## config.mk

```make
export PLATFORM = sky130hd
export DESIGN_NAME = pe_result_drain
export DESIGN_NICKNAME = d
export VERILOG_FILES = /design/src/rtl/systola_pkg.sv /design/src/rtl/result_slot.sv /design/src/rtl/pe_result_drain.sv
export SDC_FILE = /design/constraint.sdc
export NUM_CORES = 1
export LEC_CHECK = 0
export CAP_MARGIN = 20
export CORE_MARGIN = 4
export CORE_UTILIZATION = 35
export CTS_CLUSTER_SIZE = 10
export DETAILED_ROUTE_END_ITERATION = 10
export PLACE_DENSITY = 0.68
export SYNTH_ARGS = -nofsm -noshare
export SYNTH_HDL_FRONTEND = slang
export SYNTH_HIERARCHICAL = 1
export SYNTH_SLANG_ARGS = --single-unit
```

## constraint.sdc

```tcl
create_clock -name clk -period 2.8 [get_ports clk]
set_input_delay 0.42 -clock clk [delete_from_list [all_inputs] [get_ports clk]]
set_output_delay 0.42 -clock clk [all_outputs]
set_load 0.1 [all_outputs]
```

## src/rtl/systola_pkg.sv

```systemverilog
// Shared types for the systolic result path: drain FSM states,
// result word type and the row-index width helper.
package systola_pkg;

   typedef enum logic {
      COLLECT = 1'b0,
      DRAIN   = 1'b1
   } drain_state_e;

   localparam int OUTWIDTH = 32;
   localparam int RESW     = OUTWIDTH + 1;

   typedef logic [RESW-1:0] result_t;

   function automatic int idx_w(input int n);
      return (n > 1) ? $clog2(n) : 1;
   endfunction

endpackage

```

## src/rtl/result_slot.sv

```systemverilog
// One PE row holding slot: result register, full flag, overrun pulse.
// Ports: clk, rst, cap/din (capture), clr (drain load), dout, full, ovr.
module result_slot
   import systola_pkg::*;
#(
   parameter int W = RESW
) (
   input  logic         clk,
   input  logic         rst,
   input  logic         cap,
   input  logic [W-1:0] din,
   input  logic         clr,
   output logic [W-1:0] dout,
   output logic         full,
   output logic         ovr
);

   // A drain load frees the slot in the same cycle, so a
   // coincident capture belongs to the next tile.
   logic full_eff;

   assign full_eff = full && !clr;
   assign ovr      = cap && full_eff;

   always_ff @(posedge clk or posedge rst) begin
      if (rst) begin
         dout <= '0;
         full <= 1'b0;
      end else if (cap && !full_eff) begin
         dout <= din;
         full <= 1'b1;
      end else if (clr) begin
         full <= 1'b0;
      end
   end

endmodule

```

## src/rtl/pe_result_drain.sv

```systemverilog
// Collects one result per PE row, then drains the tile in row order
// on a valid/ready stream. Ports: pe_r/pe_valid in, out_* stream, overrun, tile_cnt.
module pe_result_drain
   import systola_pkg::*;
#(
   parameter int OUTWIDTH = 32,
   parameter int NPE      = 4,
   parameter int CNTW     = 16,
   localparam int IDXW    = idx_w(NPE),
   localparam int RW      = OUTWIDTH + 1
) (
   input  logic              clk,
   input  logic              rst,
   input  logic [NPE*RW-1:0] pe_r,
   input  logic [NPE-1:0]    pe_valid,
   output logic [RW-1:0]     out_data,
   output logic [IDXW-1:0]   out_idx,
   output logic              out_last,
   output logic              out_valid,
   input  logic              out_ready,
   output logic              overrun,
   output logic [CNTW-1:0]   tile_cnt
);

   localparam logic [IDXW-1:0] LAST = IDXW'(NPE - 1);

   drain_state_e    state;
   logic [IDXW-1:0] ptr;
   logic [NPE-1:0]  hold_full;
   logic [NPE-1:0]  clr;
   logic [NPE-1:0]  ovr;
   logic [RW-1:0]   hold [NPE];
   logic            fire;
   logic            load;

   assign fire = out_valid && out_ready;

   // Once the last beat is in the output register, the pointer has
   // wrapped; hold off until it leaves so the next tile is not
   // started before it is complete.
   assign load = (state == DRAIN) && hold_full[ptr] &&
                 (!out_valid || (out_ready && !out_last));

   always_comb begin
      clr = '0;
      if (load) clr[ptr] = 1'b1;
   end

   for (genvar i = 0; i < NPE; i++) begin : g_slot
      result_slot #(.W(RW)) u_slot (
         .clk  (clk),
         .rst  (rst),
         .cap  (pe_valid[i]),
         .din  (pe_r[i*RW +: RW]),
         .clr  (clr[i]),
         .dout (hold[i]),
         .full (hold_full[i]),
         .ovr  (ovr[i])
      );
   end

   always_ff @(posedge clk or posedge rst) begin
      if (rst) begin
         state     <= COLLECT;
         ptr       <= '0;
         out_data  <= '0;
         out_idx   <= '0;
         out_last  <= 1'b0;
         out_valid <= 1'b0;
         overrun   <= 1'b0;
         tile_cnt  <= '0;
      end else begin
         if (|ovr) overrun <= 1'b1;

         unique case (state)
            COLLECT: if (&hold_full) state <= DRAIN;
            DRAIN:   if (fire && out_last) state <= COLLECT;
         endcase

         if (fire && out_last) tile_cnt <= tile_cnt + CNTW'(1);

         if (load) begin
            out_data  <= hold[ptr];
            out_idx   <= ptr;
            out_last  <= (ptr == LAST);
            out_valid <= 1'b1;
            ptr       <= (ptr == LAST) ? '0 : ptr + IDXW'(1);
         end else if (fire) begin
            out_valid <= 1'b0;
         end
      end
   end

endmodule

```

# --- Word level (Yosys, flattened, before mapping) ---
# Index checks and enable logic that the tools add are counted.
op_classes:
  mux: 22
  addsub: 2
  n_eq_ne: 1
  reduce_logical: 36
  n_bitwise: 2
  order_cmp: 3
ops:
  columns: ["cell", "n"]
  rows:
  - ["binary-select mux 33 bit (select 2 bit)", 1]
  - ["2-to-1 mux 33 bit", 2]
  - ["logical AND 1 bit", 18]
  - ["adder 16 x 1 -> 16 bit (second input constant)", 1]
  - ["2-to-1 mux 1 bit", 14]
  - ["logical NOT 1 bit", 10]
  - ["nonzero test 2 bit", 5]
  - ["2-to-1 mux 4 bit", 1]
  - ["AND reduction 4 bit", 1]
  - ["OR reduction 4 bit", 1]
  - ["greater-or-equal comparator 3 bit (second input constant)", 1]
  - ["< comparator 2 x 3 -> 1 bit (second input constant)", 1]
  - ["NOT 2 -> 3 bit", 1]
  - ["adder 2 x 1 -> 2 bit (second input constant)", 1]
  - ["binary-select mux 1 bit (select 2 bit)", 1]
  - ["demux 1 bit (select 2 bit)", 1]
  - ["== test 2 bit (second input constant)", 1]
  - ["greater-or-equal comparator 2 x 1 -> 1 bit (second input constant)", 1]
  - ["2-to-1 mux 2 bit", 1]
  - ["case mux 1 bit (2 select lines)", 1]
  - ["logical OR 1 bit", 1]
  - ["NOT 1 bit", 1]
word_totals:
  out_inout_bits: 54
  inputBits: 139
  ff_bits: 193
  word_cells: 82

# --- Longest topological paths before layout ---
depth:
  word_depth: 10
  mapped_depth: 10
  depth_no_buf: 8

# --- Cells and area by module ---
# The synthesis kept the hierarchy.
by_module_without_submodules:
  columns: ["module", "cells_per_inst", "area_each_um2", "n_inst"]
  rows:
  - ["result_slot", 76, 1435.1, 4]
  - ["pe_result_drain", 212, 3184.3, 1]

# --- Worst setup path before layout ---
# Ideal clock, no wire load.
synth_path:
  path_type: "register -> register"
  startpoint: "reg out_valid"
  endpoint: "reg g_slot[0].u_slot.dout[0]"
  arrival_time_ps: 2381
  slack_ps: 294
  path_buffers: 2
  setup_ps: 125
  stages_incl_launch_ff: 9
  required_ps: 2675
  cell_sequence: "dfrtp_1 -> o21ai_0 -> nand3_4 -> buf_6 -> nor2_1 -> nand2b_4 -> nand2_4 -> buf_12 -> mux2_4"
synth_via:
  elab_chain_len: 8
synth_lines:
  columns: ["element", "line_no", "rtl"]
  rows:
  - ["from (decl)", "pe_result_drain.sv:19", "output logic out_valid,"]
  - ["from (signal assigned)", "pe_result_drain.sv:69", "out_valid <= 1'b0;"]
  - ["from (signal assigned)", "pe_result_drain.sv:86", "out_valid <= 1'b1;"]
  - ["from (signal assigned)", "pe_result_drain.sv:89", "out_valid <= 1'b0;"]
  - ["logical NOT 1 bit", "pe_result_drain.sv:42", "(!out_valid || (out_ready && !out_last));"]
  - ["logical OR 1 bit", "pe_result_drain.sv:42", null]
  - ["logical AND 1 bit", "pe_result_drain.sv:41", "assign load = (state == DRAIN) && hold_full[ptr] &&"]
  - ["2-to-1 mux 4 bit", "pe_result_drain.sv:46", "if (load) clr[ptr] = 1'b1;"]
  - ["named net clr[0]", "pe_result_drain.sv:30", "logic [NPE-1:0] clr;"]
  - ["logical NOT 1 bit", "result_slot.sv:22", "assign full_eff = full && !clr;"]
  - ["logical AND 1 bit", "result_slot.sv:22", null]
  - ["logical NOT 1 bit", "result_slot.sv:29", "end else if (cap && !full_eff) begin"]
  - ["logical AND 1 bit", "result_slot.sv:29", null]
  - ["to (signal assigned)", "result_slot.sv:30", "dout <= din;"]
  - ["to (decl)", "result_slot.sv:13", "output logic [W-1:0] dout,"]
# The timed path passes the listed nets, and every way through them passes these cells.
# A chain may end at the register's enable or synchronous reset.

# --- Worst setup path in the final report ---
layout_path:
  startpoint: "reg ptr[0]"
  endpoint: "reg g_slot[1].u_slot.dout[6]"
layout_via:
  elab_chain_len: 9
layout_lines:
  columns: ["element", "line_no", "rtl"]
  rows:
  - ["from (decl)", "pe_result_drain.sv:28", "logic [IDXW-1:0] ptr;"]
  - ["from (signal assigned)", "pe_result_drain.sv:87", "ptr <= (ptr == LAST) ? '0 : ptr + IDXW'(1);"]
  - ["< comparator 2 x 3 -> 1 bit (implied by the code), or another cell as far along", "pe_result_drain.sv:46", null]
  - ["logical AND 1 bit (implied by the code) or 2-to-1 mux 1 bit (tied branches)", "pe_result_drain.sv:46, pe_result_drain.sv:41", null]
  - ["2-to-1 mux 1 bit (implied by the code) or logical AND 1 bit (tied branches)", "pe_result_drain.sv:46, pe_result_drain.sv:41", null]
  - ["demux 1 bit (select 2 bit) or logical AND 1 bit (tied branches)", "pe_result_drain.sv:46, pe_result_drain.sv:41", null]
  - ["2-to-1 mux 4 bit *", "pe_result_drain.sv:46", null]
  - ["named net clr[1]", "pe_result_drain.sv:30", null]
  - ["logical NOT 1 bit *", "result_slot.sv:22", null]
  - ["logical AND 1 bit *", "result_slot.sv:22", null]
  - ["logical NOT 1 bit *", "result_slot.sv:29", null]
  - ["logical AND 1 bit *", "result_slot.sv:29", null]
  - ["to (signal assigned)", "result_slot.sv:30", null]
  - ["to (decl)", "result_slot.sv:13", null]
# Mark *: on every way through the listed nets, which the timed path passes. The rest lies on a longest branch. The select of a mux whose other input is x is not followed.

==> impl_metrics.yaml <==
route:
  drt_iter0_markers: 215
  vias: 5001
  final_antenna_net_count: 0
  routed_via_density: 4.70
  drt_drc_violations_left: 0
  drt-wirelength-per-cell_um: 20.4
  total_wirelength_mm: 21.7
  drtPass1Iterations: 4
hold_path:
  hold_start: "tile_cnt[14]"
  min-delay-path-class: "reg -> reg"
  hold-path-cell-count: 1
  worst_hold_end: "tile_cnt[14]"
timing:
  finClkSkew_ns: 0.0101
  max_slew_margin: 0.416
  min_period_ns: 2.46
  final_min_period_over_clock_period: 0.878
  timing.setup.tns_ns: 0
  report.final.slew_viol_count: 0
  setup_viol_count_final: 0
  hold_violations: 0
  worstMarginPinSlew_ns: 0.874
  unrepaired_setup_endpoints_after_global_routing: "false"
  clock.fmax_mhz: 407
  final.setup.worst_slack_ns: 0.342
power_and_ir_drop:
  max-vdd-ir-drop_uv: 908
  p_leak_nw: 5.43
  cellPowerDensity_nw_per_um2: 1330
worst_setup_path:
  arrival_ns: 2.76
  reg2reg_depth: 7
  cp-end-kind: "register"
  startpoint_of_the_worst_slack_reg_to_reg_timing_path: "ptr[0]"
  cp.required_ns: 3.10
  critical_path_startpoint_category: "register"
  largest_driver_fanout_on_the_critical_path: 26
  crit_type: "reg -> reg"
  rr_endpoint: "g_slot[1].u_slot/dout[6]"
  r2r_slack_ns: 0.34
clock_network:
  max-clock-path-buffers: 2
  cts-resized-gates: 0
  cts_post_setup_buffers_inserted: 0
  cts_tree: "yes"
  cts_hold_repair.buffers: 0
  path_clk_slew_ns: 0.07
  clock_tree.htree_level_count: 4
  worst_skew_pair.late_latency_ns: 0.42
  numClockSinks: 193
  cts_root_buffer: "sky130_fd_sc_hd__clkbuf_16"
  cts_made_buffers: 17
die:
  fp.coreArea_um2: 25100
  io_pins: 193
  die_area_um2: 28100
  num_rows: 58
  die_height_um: 168
  start_util: 0.355
  die_width_um: 168
place:
  place_worst_setup_slack_ns: 0.231
  finalWeightedCongestion: 0.721
  place_area_um2: 11000
  dp_hpwl_mm: 15.4
  place.detailed.instances: 1033
  port_buffers: 192
global_route:
  antenna_found_initial: 3
  grt_max_degree: 40
  grt_pass1_wl_mm: 33.5
  globalRouteOverflowTotal: 0
  global_route_usage_over_all_layers: 0.156
  grt_pass1_vias: 5562
final_layout:
  fin_area_um2: 11600
  layout.cells.non_filler: 1065
  num_antenna_cells: 0
  n_fill_cell: 2283
  drive_gt1_frac: 0.441
  utilization: 0.464
  nets: 866
  layout-area-overhead-vs-synth_pct: 30.5
run_status:
  run_status: "finished clean"
synthesis:
  synth_largest_type_area_fraction: 0.541
  netlist_cell_types: 27
  synth_top_flop_cell: "sky130_fd_sc_hd__dfrtp_1"
  synth_sequential_area_ratio: 0.541
  post-synth-top-area-cell: "sky130_fd_sc_hd__dfrtp_1"
  postSynthAreaPerCell_um2: 17.3
  yosys-top-cells-count: "sky130_fd_sc_hd__dfrtp_1, sky130_fd_sc_hd__mux2_4, sky130_fd_sc_hd__mux2_2, sky130_fd_sc_hd__mux4_2, sky130_fd_sc_hd__inv_1"
  async_flop_share: 1.00
  synth_area_leaders: "sky130_fd_sc_hd__dfrtp_1, sky130_fd_sc_hd__mux2_4, sky130_fd_sc_hd__mux4_2"
  syn_nets: 660
  number_of_enable_type_register_cells_in_the_synthesized_netlist: 0
  synthMostInstantiatedCell: "sky130_fd_sc_hd__dfrtp_1"
  count_of_mapped_cells_out_of_synthesis: 516
  ys_warn_count: 6
  ys_ff_latch: 193
  synthesis.area_um2: 8920
flow_run:
  cap_violations: 0
-- power by group --
| part | switching [mW] | total [mW] | internal (mW) |
|---|---|---|---|
| sequential | 0.841 | 5.00 | 4.16 |
| combinational | 4.03 | 7.90 | 3.86 |
| clock | 1.08 | 2.64 | 1.56 |
| total | 5.95 | 15.5 | 9.58 |
-- area by class of cell --
class,instances,area [um2],area share
repair buffers,211,2020,0.173
clock inverters,10,168,0.0144
clock buffers,22,464,0.0399
well taps,330,413,0.0355
flip-flops and latches,193,4830,0.415
multi-input cells,281,3680,0.316
inverters,18,67.6,0.00580
-- critical path, cell delays in order (launching register included) --
cell and delay [ns]:
sky130_fd_sc_hd__dfrtp_4 0.57, sky130_fd_sc_hd__mux4_2 0.57, sky130_fd_sc_hd__nand3_4 0.16, sky130_fd_sc_hd__nor2_1 0.06, sky130_fd_sc_hd__nand2b_4 0.16, sky130_fd_sc_hd__nand2_4 0.18
sky130_fd_sc_hd__buf_12 0.27, sky130_fd_sc_hd__mux2_2 0.37
-- sequential cells by signal (all words and copies together) (netlist names) --
register,flops
g_slot.u_slot/dout,132
g_slot.u_slot/full,4
out_data,33
out_idx,2
out_last,1
out_valid,1
overrun,1
ptr,2
state,1
tile_cnt,16
-- cells by family after synthesis --
family | share of synthesized area
compound gates | 0.00168
xor+xnor | 0.0147
fa+ha+maj | 0.00701
buf+inv | 0.0464
flops | 0.541
mux | 0.352
simple gates | 0.0370
-- per-layer routing --
| metal | up-vias | global-route usage | part of all wire |
|---|---|---|---|
| met5 | - | 0 | 0.0016 |
| met4 | 6 | 0.0275 | 0.0073 |
| met3 | 16 | 0.0387 | 0.045 |
| met2 | 127 | 0.260 | 0.49 |
| met1 | 2590 | 0.212 | 0.45 |
| li1 | 2262 | - | - |
-- worst max path at each step --
stage          startpoint                   endpoint  slack [ns]  depth (start not counted)
6_report           ptr[0]   g_slot[1].u_slot/dout[6]        0.34                          7
5_1_grt            ptr[0]   g_slot[1].u_slot/dout[6]        0.20                          7
4_1_cts            ptr[0]   g_slot[1].u_slot/dout[6]        0.30                          7
3_3_place_gp    out_ready  g_slot[1].u_slot/dout[11]        0.29                         10
2_1_floorplan   out_valid   g_slot[0].u_slot/dout[0]        0.29                          8
3_5_place_dp    out_ready  g_slot[1].u_slot/dout[22]        0.23                         10
-- placed cells by master (no fill, tap or decap), types with 4 or more instances in the layout --
cell type | netlist | final
sky130_fd_sc_hd__inv_1 | 18 | 13
sky130_fd_sc_hd__nand2b_4 | 4 | 4
sky130_fd_sc_hd__nand2_4 | 4 | 4
sky130_fd_sc_hd__inv_2 | 0 | 5
sky130_fd_sc_hd__ha_1 | 5 | 5
sky130_fd_sc_hd__nand2_1 | 15 | 15
sky130_fd_sc_hd__buf_4 | 0 | 66
sky130_fd_sc_hd__nor2_1 | 13 | 13
sky130_fd_sc_hd__bufinv_16 | 0 | 4
sky130_fd_sc_hd__mux2_4 | 123 | 123
sky130_fd_sc_hd__xnor2_1 | 12 | 12
sky130_fd_sc_hd__buf_12 | 12 | 7
sky130_fd_sc_hd__nand4_1 | 6 | 6
sky130_fd_sc_hd__dfrtp_1 | 193 | 191
sky130_fd_sc_hd__nand3_1 | 5 | 5
sky130_fd_sc_hd__mux2_2 | 47 | 47
sky130_fd_sc_hd__clkbuf_16 | 0 | 17
sky130_fd_sc_hd__inv_6 | 0 | 4
sky130_fd_sc_hd__mux4_2 | 34 | 34
sky130_fd_sc_hd__clkdlybuf4s50_1 | 0 | 138
-- metrics by stage --
step	total power [mW]	hold WS, ns
6_report	15.5	0.500
5_1_grt	16.3	0.508
4_1_cts	15.7	0.506
3_5_place_dp	13.0	0.489
3_3_place_gp	12.9	0.463
2_1_floorplan	11.5	0.474
Power figures use the tool's default switching activity.
